<file path="src/rtl/mult_add_rr_arbiter_pkg.sv">
// Shared constants for the mult_add arbiter slice: datapath width, pipeline
// latency, fixed-point shift and the requester ID width helper.
package mult_add_rr_arbiter_pkg;

    localparam int MA_W    = 8;
    localparam int MA_LAT  = 2;
    localparam int MA_FRAC = 7;

    // Smallest width able to encode n distinct IDs, never below one bit.
    function automatic int id_width(input int n);
        int w;
        w = 1;
        while ((1 << w) < n) w++;
        return w;
    endfunction

endpackage

</file>
<file path="src/rtl/mult_add_rr_arbiter_if.sv">
// Requester-side bus of the arbiter: packed request operands, per-requester
// handshake and the shared tagged result bus.
interface mult_add_rr_arbiter_if
    import mult_add_rr_arbiter_pkg::*;
#(
    parameter int N_REQ = 4,
    parameter int W     = MA_W,
    parameter int ID_W  = id_width(N_REQ)
);

    logic                 en;
    logic [N_REQ-1:0]     req_valid;
    logic [N_REQ-1:0]     req_ready;
    logic [N_REQ*W-1:0]   req_a;
    logic [N_REQ*W-1:0]   req_b;
    logic [N_REQ*W-1:0]   req_c;
    logic                 res_valid;
    logic [ID_W-1:0]      res_id;
    logic [W-1:0]         res_s;
    logic                 idle;

    modport master (
        output en, req_valid, req_a, req_b, req_c,
        input  req_ready, res_valid, res_id, res_s, idle
    );

    modport slave (
        input  en, req_valid, req_a, req_b, req_c,
        output req_ready, res_valid, res_id, res_s, idle
    );

endinterface

</file>
<file path="src/rtl/mult_add.sv">
// Two-stage signed fixed-point multiply-add, s = (c + (a*b >>> 7)) >> 1,
// no stall and no reset; rdy_out tracks val_in through the pipe.
module mult_add
    import mult_add_rr_arbiter_pkg::*;
(
    input  logic                   clk,
    input  logic                   val_in,
    input  logic signed [MA_W-1:0] a,
    input  logic signed [MA_W-1:0] b,
    input  logic signed [MA_W-1:0] c,
    output logic signed [MA_W-1:0] s,
    output logic                   rdy_out
);

    localparam int PW = 2 * MA_W;

    logic signed [PW-1:0]   p_q;
    logic signed [MA_W-1:0] c_q;
    logic                   val_q;
    logic signed [MA_W:0]   t;
    logic        [MA_W+1:0] u;
    logic signed [MA_W-1:0] s_q;
    logic                   rdy_q;

    always_comb begin
        t = p_q[PW-1:MA_FRAC];
        u = {c_q[MA_W-1], c_q[MA_W-1], c_q} + {t[MA_W], t};
    end

    // NOTE: datapath registers carry no reset; validity travels separately, so
    // stale contents after reset are harmless and the flops stay cheap.
    always_ff @(posedge clk) begin
        p_q   <= PW'(a) * PW'(b);
        c_q   <= c;
        val_q <= val_in;
        s_q   <= u[MA_W:1];
        rdy_q <= val_q;
    end

    assign s       = s_q;
    assign rdy_out = rdy_q;

endmodule

</file>
<file path="src/rtl/mult_add_rr_arbiter_rr_pick.sv">
// Combinational round-robin selector: first set request at or after ptr,
// wrapping modulo N_REQ.
module rr_pick
    import mult_add_rr_arbiter_pkg::*;
#(
    parameter int N_REQ = 4,
    parameter int ID_W  = id_width(N_REQ)
) (
    input  logic [N_REQ-1:0] req_i,
    input  logic [ID_W-1:0]  ptr_i,
    output logic [N_REQ-1:0] gnt_o,
    output logic [ID_W-1:0]  idx_o,
    output logic             any_o
);

    logic [ID_W-1:0] cand;

    // NOTE: every output gets a default before the search so no path leaves
    // a value unassigned, which would otherwise infer a latch.
    always_comb begin
        idx_o = '0;
        any_o = 1'b0;
        cand  = '0;
        // Scan farthest-first so the candidate closest to ptr wins last.
        for (int off = N_REQ - 1; off >= 0; off--) begin
            cand = ID_W'((int'(ptr_i) + off) % N_REQ);
            if (req_i[cand]) begin
                idx_o = cand;
                any_o = 1'b1;
            end
        end
        gnt_o = any_o ? (N_REQ'(1) << idx_o) : '0;
    end

endmodule

</file>
<file path="src/rtl/mult_add_rr_arbiter.sv">
// Round-robin sharing of one mult_add between N_REQ requesters; results come
// back on a shared bus tagged with the requester ID.
module mult_add_rr_arbiter
    import mult_add_rr_arbiter_pkg::*;
#(
    parameter int N_REQ = 4,
    parameter int W     = MA_W,
    parameter int ID_W  = id_width(N_REQ)
) (
    input logic                  clk,
    input logic                  rst,
    mult_add_rr_arbiter_if.slave bus
);

    typedef struct packed {
        logic            valid;
        logic [ID_W-1:0] id;
    } tag_t;

    logic [ID_W-1:0]     ptr_q, ptr_d;
    logic [N_REQ-1:0]    gnt;
    logic [ID_W-1:0]     g_idx;
    logic                any_req;
    logic                grant_ok;
    logic                xfer;
    logic signed [W-1:0] a_mux, b_mux, c_mux;
    logic signed [W-1:0] ma_s;
    logic                ma_rdy_unused;
    logic                busy;
    tag_t                tag_q [MA_LAT];
    tag_t                tag_d [MA_LAT];

    rr_pick #(.N_REQ(N_REQ), .ID_W(ID_W)) u_pick (
        .req_i (bus.req_valid),
        .ptr_i (ptr_q),
        .gnt_o (gnt),
        .idx_o (g_idx),
        .any_o (any_req)
    );

    assign grant_ok      = bus.en & ~rst;
    assign xfer          = grant_ok & any_req;
    assign bus.req_ready = grant_ok ? gnt : '0;

    // Idle cycles feed zeros so the shared multiplier sees no requester data.
    always_comb begin
        a_mux = '0;
        b_mux = '0;
        c_mux = '0;
        if (xfer) begin
            a_mux = bus.req_a[int'(g_idx)*W +: W];
            b_mux = bus.req_b[int'(g_idx)*W +: W];
            c_mux = bus.req_c[int'(g_idx)*W +: W];
        end
    end

    mult_add u_mult_add (
        .clk     (clk),
        .val_in  (xfer),
        .a       (a_mux),
        .b       (b_mux),
        .c       (c_mux),
        .s       (ma_s),
        .rdy_out (ma_rdy_unused)
    );

    always_comb begin
        ptr_d = ptr_q;
        if (xfer) ptr_d = (g_idx == ID_W'(N_REQ - 1)) ? '0 : g_idx + 1'b1;
        tag_d[0] = '{valid: xfer, id: g_idx};
        for (int i = 1; i < MA_LAT; i++) tag_d[i] = tag_q[i-1];
    end

    // NOTE: sequential state is written with <= only, so every flop samples
    // pre-edge values regardless of block evaluation order.
    always_ff @(posedge clk) begin
        if (rst) begin
            ptr_q <= '0;
            for (int i = 0; i < MA_LAT; i++) tag_q[i] <= '0;
        end else begin
            ptr_q <= ptr_d;
            tag_q <= tag_d;
        end
    end

    always_comb begin
        busy = xfer;
        for (int i = 0; i < MA_LAT; i++) busy = busy | tag_q[i].valid;
    end

    assign bus.res_valid = tag_q[MA_LAT-1].valid;
    assign bus.res_id    = tag_q[MA_LAT-1].id;
    assign bus.res_s     = ma_s;
    assign bus.idle      = ~busy;

endmodule

</file>
<file path="src/flat_wrapper.sv">
// flat-port wrapper written by rule: the top's interface ports become plain ports
module mult_add_rr_arbiter_flat import mult_add_rr_arbiter_pkg::*;
#(
    parameter int N_REQ = 4,
    parameter int W     = MA_W,
    parameter int ID_W  = id_width(N_REQ)
)
  (clk, rst, bus_en, bus_req_valid, bus_req_a, bus_req_b, bus_req_c, bus_req_ready, bus_res_valid, bus_res_id, bus_res_s, bus_idle);
  mult_add_rr_arbiter_if #(.N_REQ(N_REQ), .W(W), .ID_W(ID_W)) bus_i ();
  input logic clk;
  input logic rst;
  input wire logic [$bits(bus_i.en)-1:0] bus_en;
  input wire logic [$bits(bus_i.req_valid)-1:0] bus_req_valid;
  input wire logic [$bits(bus_i.req_a)-1:0] bus_req_a;
  input wire logic [$bits(bus_i.req_b)-1:0] bus_req_b;
  input wire logic [$bits(bus_i.req_c)-1:0] bus_req_c;
  output wire logic [$bits(bus_i.req_ready)-1:0] bus_req_ready;
  output wire logic [$bits(bus_i.res_valid)-1:0] bus_res_valid;
  output wire logic [$bits(bus_i.res_id)-1:0] bus_res_id;
  output wire logic [$bits(bus_i.res_s)-1:0] bus_res_s;
  output wire logic [$bits(bus_i.idle)-1:0] bus_idle;
  assign bus_i.en = bus_en;
  assign bus_i.req_valid = bus_req_valid;
  assign bus_i.req_a = bus_req_a;
  assign bus_i.req_b = bus_req_b;
  assign bus_i.req_c = bus_req_c;
  assign bus_req_ready = bus_i.req_ready;
  assign bus_res_valid = bus_i.res_valid;
  assign bus_res_id = bus_i.res_id;
  assign bus_res_s = bus_i.res_s;
  assign bus_idle = bus_i.idle;
  mult_add_rr_arbiter #(.N_REQ(N_REQ), .W(W), .ID_W(ID_W)) u_core (.clk(clk), .rst(rst), .bus(bus_i));
endmodule
</file>
<file path="config.mk">
export PLATFORM = sky130hd
export DESIGN_NAME = mult_add_rr_arbiter_flat
export DESIGN_NICKNAME = d
export VERILOG_FILES = /design/src/rtl/mult_add_rr_arbiter_pkg.sv /design/src/rtl/mult_add_rr_arbiter_if.sv /design/src/rtl/mult_add.sv /design/src/rtl/mult_add_rr_arbiter_rr_pick.sv /design/src/rtl/mult_add_rr_arbiter.sv /design/src/flat_wrapper.sv
export SDC_FILE = /design/constraint.sdc
export NUM_CORES = 1
export LEC_CHECK = 0
export ABC_AREA = 1
export CAP_MARGIN = 15
export CORE_MARGIN = 3
export CORE_UTILIZATION = 60
export CTS_CLUSTER_DIAMETER = 100
export DETAILED_ROUTE_END_ITERATION = 10
export DONT_BUFFER_PORTS = 1
export PLACE_DENSITY = 0.82
export RECOVER_POWER = 25
export REMOVE_ABC_BUFFERS = 1
export SETUP_SLACK_MARGIN = 0.15
export SYNTH_ARGS = -nofsm -noshare
export SYNTH_HDL_FRONTEND = slang
export SYNTH_SLANG_ARGS = --single-unit
</file>
<file path="constraint.sdc">
create_clock -name clk -period 6.2 [get_ports clk]
set_clock_uncertainty 0.15 [all_clocks]
set_input_delay 1.24 -clock clk [delete_from_list [all_inputs] [get_ports clk]]
set_output_delay 1.24 -clock clk [all_outputs]
set_load 0.03 [all_outputs]
</file>
==> summary.md, run 1 <==
| Metric | Value |
|---|---|
| Seq. cell area | 661 um2 |
| Vias after detailed routing | 4500 |
| Design area | a little under 6000 um2 |
| Outcome | completed |
| Die H | about 96 um |
| CP startpoint kind | primary input |
| Largest net degree at the start of global routing | 37 |
| Clock sink count | 33 |
| Post-synth ARST share | 0% |
| CTS H-Tree Depth | 2 |
| GRT Total Usage | 25.4% |
| Pre-antenna DRT Iters | 6 |
| Peak supply drop | 0.000199 V |
| Fin. Hold Viols | 0 |
| Area grow syn2layout | 20.5% |
| RSZ-0062 raised after global routing | true |
| Syn Inst Count | 660 |
| Die area | approximately 9000 um2 |
| Final routed wire length divided by cell count | 16.2 um |
| Placed Cells | 782 |
| Worst skew pair latency | 280 ps |
| DRC Markers | 0 |
| First DRT Iteration DRCs | around 200 |
| GP Congestion | around 0.91 |
| Most frequent cells in the layout | inv_1 (127), nand2_1 (103), buf_4 (54) |
| Warnings, synthesis | 0 |
| Crit path max fanout | 6 |
| Layout cell share with drive strength beyond 1 | 25.8% |
| Number of global-route vias before repair | 4218 |
| Reg clk slew, reported paths | ~70 ps |
| # nets final | 908 |
| Die Width | 95.8 um |
| Sequential share of the synthesized area | roughly 14% |
| Total CTS buffers | 5 |
| Reg2reg setup slack | 280 ps |
| CTS Root Cell | clkbuf_8 |
| Max transition margin | 40.1% |
| Most common cell after layout, fill and taps aside | inv_1 |
| Io pins | ~120 |
| Critical Path Sink Type | flip-flop |
| Post-synth cell types | between 40 and 50 |
| Dpl hpwl | 9.56 mm |
| Synth Cell Area | 4840 um2 |
| Initial antenna violation count | 0 |
| Final Critical Period | 6100 ps |
| PortBufs | 0 |
| Final setup viols | 0 |
| Worst Hold Class | reg -> reg |
| PwrDens | 374 nW/um2 |
| Max-Cap Viols | 0 |
| CTS tree | yes |
| Longest Clk Path Bufs | 2 |
| Arr. time, crit path | 6150 ps |
| Area after DPL | about 5100 um2 |
| Non-Filler Instances | 816 |
| F_max | 0.164 GHz |
| WP data required | 6250 ps |
| Antenna-violating nets left | 0 |
| Leakage | 3.00 nW |
| Diodes inserted | 0 |
| Tightest Pin Transition | 891 ps |
| First-pass GRT wire length | ~18 mm |
| Multi-input gate area | 3770 um2 |
| FP Rows | 32 |
| Number of synthesized flops with an enable pin | 0 |
| Syn Area/Cell | about 7.3 um2 |
| Detailed Route WL | 13.2 mm |
| Initial Utilization | 62.4% |
| Core Box Area | 7770 um2 |
| Via/cell ratio | 5.51 |
| Ys flop type | dfxtp_1 |
| Congestion Overflow GR | 0 |
| Crit path kind | in -> reg |
| Tcrit/Tclk final | a little over nine tenths |
| Fin. max-slew vios | 0 |
| Seq cells post-synth | 33 |
| Filler instances | around 600 |
routing by layer:
| layer | GRT usage, % | part of all wire, % | up-vias |
|---|---|---|---|
| met5 | 0 | 0 | - |
| met1 | 31.7 | 38 | 2098 |
| met2 | 46.7 | 51 | 228 |
| met3 | 1.95 | 7.2 | 39 |
| li1 | - | - | 2135 |
| met4 | 7.46 | 3.1 | 0 |
worst max-delay path, stage by stage:
cell	delay (ps)
nand2_1	100
o21ai_2	110
nand2_2	150
nand3_2	110
nor2_4	170
o21ai_4	90
buf_12	140
clkbuf_16	140
nand3_1	90
nand3_2	150
inv_4	120
nand2_4	70
buf_4	150
fa_1	510
inv_1	50
fa_1	460
fa_1	540
inv_1	50
fa_1	540
inv_1	70
ha_4	270
nand2_1	90
nor2_2	150
nand3_1	130
o2111ai_2	110
nand2_1	80
nand2_1	80
xor2_1	160
what timing repair did:
item                                    CTS  global route
endpoints found under the setup margin    3             7
hold buffers                              0             0
cloned                                    0             5
pin swaps                                 2            37
resized for setup                         4            82
buffers inserted                          3            18
cell families after synthesis:
group           Yosys count  share of synthesized area, %
flops                    33                          13.6
xor+xnor                 23                          4.16
fa+ha+maj                92                          32.1
buf+inv                 166                          14.6
simple gates            269                          26.7
compound gates           77                          8.81
registers in the layout, indices dropped and copies added (netlist names):
register               flops
u_core.u_mult_add.p_q      9
u_core.u_mult_add.c_q      8
u_core.u_mult_add.s        8
u_core.tag_d               3
u_core.bus.res_id          2
u_core.ptr_q               2
u_core.bus.res_valid       1
worst paths after layout:
path                    startpoint                         to  cells past startpoint
setup / recovery  bus_req_valid[2]  u_core.u_mult_add.p_q[15]                     28
setup reg to reg   u_core.ptr_q[0]  u_core.u_mult_add.p_q[15]                     28
hold reg to reg    u_core.tag_d[1]       u_core.bus.res_id[1]                      2
hold / removal     u_core.tag_d[1]       u_core.bus.res_id[1]                      2
power breakdown:
part	leakage, nW	internal [mW]	switching (mW)
Sequential	0.274	0.287	0.0856
Clock	0.0585	0.131	0.0730
Combinational	2.66	0.691	0.913
per-stage QoR:
stage          total power, mW  setup WS, ps  setup TNS, ps  util, %  hold slack, ps
2_1_floorplan             1.27         -94.5           -141        -             238
3_3_place_gp              1.60         -31.6          -31.6     66.2             240
3_5_place_dp              1.65          -224           -862     66.2             258
4_1_cts                   1.87           132              0     68.2             268
5_1_grt                   2.37          -130           -230     75.1             294
6_report                  2.18           101              0     75.1             266
layout make-up:
type	instances	share of cell area (%)
Clock inverter	1	0.515
Sequential cell	33	11.3
Clock buffer	7	1.48
Multi-Input combinational cell	462	64.5
Inverter	146	9.73
Timing Repair Buffer	65	10.2
Tap cell	102	2.19
cell usage after synthesis, types with 2 or more instances:
| library cell | number | share of area (%) |
|---|---|---|
| nor2_4 | 2 | 0.46 |
| ha_1 | 38 | 9.8 |
| nand3_2 | 11 | 2.3 |
| nor2_1 | 54 | 4.2 |
| buf_2 | 7 | 0.72 |
| fa_1 | 54 | 22 |
| o21ai_0 | 12 | 1.2 |
| a211oi_1 | 3 | 0.46 |
| nand3b_1 | 7 | 1.1 |
| buf_6 | 6 | 1.4 |
| clkbuf_1 | 3 | 0.23 |
| nand2_1 | 119 | 9.2 |
| nand4_1 | 2 | 0.26 |
| o211ai_1 | 2 | 0.31 |
| inv_1 | 136 | 11 |
| nor2_2 | 2 | 0.26 |
| nand2_2 | 17 | 2.2 |
| o21ai_1 | 14 | 1.4 |
| xor2_1 | 15 | 2.7 |
| xnor2_1 | 8 | 1.4 |
| dfxtp_1 | 33 | 14 |
| a21oi_1 | 39 | 4.0 |
| buf_4 | 3 | 0.46 |
| nand3_1 | 49 | 5.1 |
| inv_2 | 8 | 0.62 |
(Power assumes the default switching activity.)
==> run 2, diff against run 1 <==
--- a/config.mk
+++ b/config.mk
@@ -16,6 +16,7 @@
 export RECOVER_POWER = 25
 export REMOVE_ABC_BUFFERS = 1
 export SETUP_SLACK_MARGIN = 0.15
+export SKIP_LAST_GASP = 1
 export SYNTH_ARGS = -nofsm -noshare
 export SYNTH_HDL_FRONTEND = slang
 export SYNTH_SLANG_ARGS = --single-unit
==> results of run 2 <==
Same layout as run 1: the final DEF is identical, and so are final timing and power.
==> run 3, diff against run 2 <==
--- a/config.mk
+++ b/config.mk
@@ -5,14 +5,13 @@
 export SDC_FILE = /design/constraint.sdc
 export NUM_CORES = 1
 export LEC_CHECK = 0
-export ABC_AREA = 1
 export CAP_MARGIN = 15
 export CORE_MARGIN = 3
-export CORE_UTILIZATION = 60
+export CORE_UTILIZATION = 59
 export CTS_CLUSTER_DIAMETER = 100
 export DETAILED_ROUTE_END_ITERATION = 10
 export DONT_BUFFER_PORTS = 1
-export PLACE_DENSITY = 0.82
+export PLACE_DENSITY = 0.81
 export RECOVER_POWER = 25
 export REMOVE_ABC_BUFFERS = 1
 export SETUP_SLACK_MARGIN = 0.15
==> run 3 against run 2 <==
The run now ends with setup timing left; worst setup slack got worse by 240 ps; global-route usage rose by 6.9 points; sequential share of layout area rose by 0.17 points; critical path depth fell by 4; power fell by 19%; sequential cell count did not move; sequential power barely moved; via count fell by 3.9%; register-to-register slack got worse by 70 ps; final area fell by 1.5%; fmax fell by 3.7%; first-iteration DRC count rose by 47%.
==> summary.md, run 3 <==
| Metric | Value |
|---|---|
| Dpl hpwl | 9.44 mm |
| Most common cell after layout, fill and taps aside | buf_4 |
| Final routed wire length divided by cell count | 19.9 um |
| Reg clk slew, reported paths | 70 ps |
| Outcome | finished with violations |
| Final Critical Period | roughly 6300 ps |
| Io pins | around 120 |
| GRT Total Usage | roughly 32% |
| Largest register FFs | 9 |
| Longest Clk Path Bufs | 2 |
| Worst path cell trace | nor2b_4 > buf_6 > a211oi_4 > nor2_4 > buf_12 > buf_12 > mux2i_2 > a211o_1 > or2_1 > fa_2 > fa_1 > inv_2 > fa_1 > inv_2 > fa_1 > inv_2 > ha_4 > a21o_1 > a21o_1 > a21oi_1 > o21ai_1 > buf_4 > a21oi_2 > xnor2_1 |
| Die area | 8640 um2 |
| Vias after detailed routing | 4323 |
| Peak supply drop | between 0.00015 and 0.0002 V |
| Core Box Area | 7290 um2 |
| Final setup viols | 4 |
| Reg2reg setup slack | 210 ps |
| PwrDens | 306 nW/um2 |
| Clock sink count | 33 |
| Max transition margin | roughly 38% |
| Initial Utilization | 61.2% |
| Ys flop type | dfxtp_1 |
| Filler instances | 498 |
| CTS Root Cell | clkbuf_8 |
| Diodes inserted | 0 |
| Post-layout util | 78.8% |
| Most frequent cells after synthesis | inv_1 (77), fa_1 (54), nand2_1 (51) |
| Initial antenna violation count | 0 |
| Slowest cell on crit path | fa_1 |
| Multi-input gate area | approximately 3700 um2 |
| Number of synthesized flops with an enable pin | 0 |
| RSZ-0062 raised after global routing | true |
| Crit path kind | in -> reg |
| Pwr Total | 1.76 mW |
| Tightest Pin Transition | 917 ps |
| Detailed Route WL | 14.4 mm |
| Design area | 5750 um2 |
| Sequential share of the synthesized area | 14.8% |
| Top area cells in the synthesized netlist | fa_1 (24%), dfxtp_1 (15%), ha_1 (11%) |
| WP data required | 6250 ps |
| Tcrit/Tclk final | 102% |
| Area after DPL | 5100 um2 |
| Die Width | slightly above 90 um |
| CP delay by family, top | adder cells |
| Post-synth cell types | 46 |
| Hold slack | 305 ps |
| Synth Cell Area | 4460 um2 |
| Area grow syn2layout | 28.8% |
| Number of global-route vias before repair | 4710 |
| Most frequent cells in the layout | buf_4 (87), inv_1 (69), fa_1 (52) |
| Top reg by flops | u_core.u_mult_add.p_q |
| CTS tree | yes |
| Die H | 93.0 um |
| Syn Inst Count | 527 |
| Antenna-violating nets left | 0 |
| Fin. Hold Viols | 0 |
| Post-synth ARST share | 0% |
| Via/cell ratio | between 5 and 6 |
| Post-synth top area cell | fa_1 |
| Congestion Overflow GR | 0 |
| First-pass GRT wire length | 22.1 mm |
| Hold_buf cts | 0 |
| Largest net degree at the start of global routing | 20 |
| Syn Area/Cell | 8.47 um2 |
| CTS H-Tree Depth | 2 |
| First DRT Iteration DRCs | 289 |
| Layout cell share with drive strength beyond 1 | 29.5% |
| Fin. max-slew vios | 0 |
| PortBufs | 0 |
| Crit path max fanout | 6 |
| Leakage | about 2.7 nW |
| CP startpoint kind | primary input |
| Worst skew pair latency | 290 ps |
| FP Rows | 31 |
| Critical Path Sink Type | flip-flop |
| Failing checks | setup timing |
| Most common cell in the netlist | inv_1 |
| Seq cells post-synth | 33 |
| Fin worst setup slack | -135 ps |
| Critical path buffers and inverters | 7 |
| GP Congestion | 0.903 |
| Post-synth top area share | 24.2% |
| DRC Markers | 0 |
| Max-Cap Viols | 0 |
| Pre-antenna DRT Iters | 7 |
| Seq. cell area | 661 um2 |
| Slowest stage delay, CP | 550 ps |
| Warnings, synthesis | 0 |
| Worst Hold Class | reg -> reg |
| F_max | 0.158 GHz |
| # nets final | 817 |
| Arr. time, crit path | 6390 ps |
| Total CTS buffers | 5 |
[run 3: cell count changes in the layout (fill, tap and decap cells not counted), moves of 18 or more]
cell     before  now
nand3_2      19    1
nand2_1     103   50
a21oi_1      35   11
nand2_2      30    2
inv_1       127   69
and3_1        0   23
buf_4        54   87
nand3_1      39   11
[run 3: cells by family after synthesis]
kind of cell,share of synthesized area [%]
simple gates,20.8
xor+xnor,3.73
buf+inv,8.61
fa+ha+maj,34.9
mux,1.82
flops,14.8
compound gates,15.4
[run 3: cell type report]
class                      instances  area share (%)
timing repair inverter             1           0.283
sequential                        33            11.5
timing repair buffer             103            15.5
inverter                          79            5.29
multi-input combinational        399            63.9
tap                               99            2.15
clock buffer                       8            1.39
[run 3: layer usage]
metal,global-route usage (%),share of wire (%),vias up
met5,0,0,-
met4,16.7,6.6,0
met3,5.39,7.3,81
met2,57.1,50,253
met1,37.3,36,2060
li1,-,-,1929
[run 3: report_power, final]
| group | switching (mW) | internal, mW | leakage, nW |
|---|---|---|---|
| sequential | 0.0863 | 0.284 | 0.275 |
| clock | 0.0765 | 0.0797 | 0.0395 |
| combinational | 0.641 | 0.592 | 2.43 |
| total | 0.803 | 0.956 | 2.75 |
[run 3: repair_timing]
action,in CTS,in global routing
pin swaps,39,27
setup buffers,21,4
endpoints found under the setup margin,7,9
cloned,3,0
gates resized for setup,48,32
[run 3: worst paths after layout]
path | startpoint | endpoint | cells after the start
max | bus_req_valid[2] | u_core.u_mult_add.p_q[12] | 24
max reg2reg | u_core.ptr_q[1] | u_core.u_mult_add.p_q[12] | 23
min reg2reg | u_core.tag_d[1] | u_core.bus.res_id[1] | 1
min | u_core.tag_d[1] | u_core.bus.res_id[1] | 1
[run 3: worst reg2reg max path: cells and delay by family (launching register included)]
family / cells / cell delay [ps]
AOI/OAI and AO/OA: 7 / 1460
xor gates and xnor gates: 1 / 150
adders and majority gates: 5 / 2170
buffers and inverters: 6 / 630
DFF: 1 / 590
muxes: 1 / 160
and+or+nand+nor: 3 / 610
[run 3: stage by stage]
step / TNS, ps / setup WS [ps] / instances
5_1_grt: -974 / -253 / 722
2_1_floorplan: -7940 / -1210 / 511
6_report: -279 / -135 / 722
3_5_place_dp: -2670 / -549 / 686
3_3_place_gp: -1580 / -349 / 686
4_1_cts: 0 / 95.7 / 718
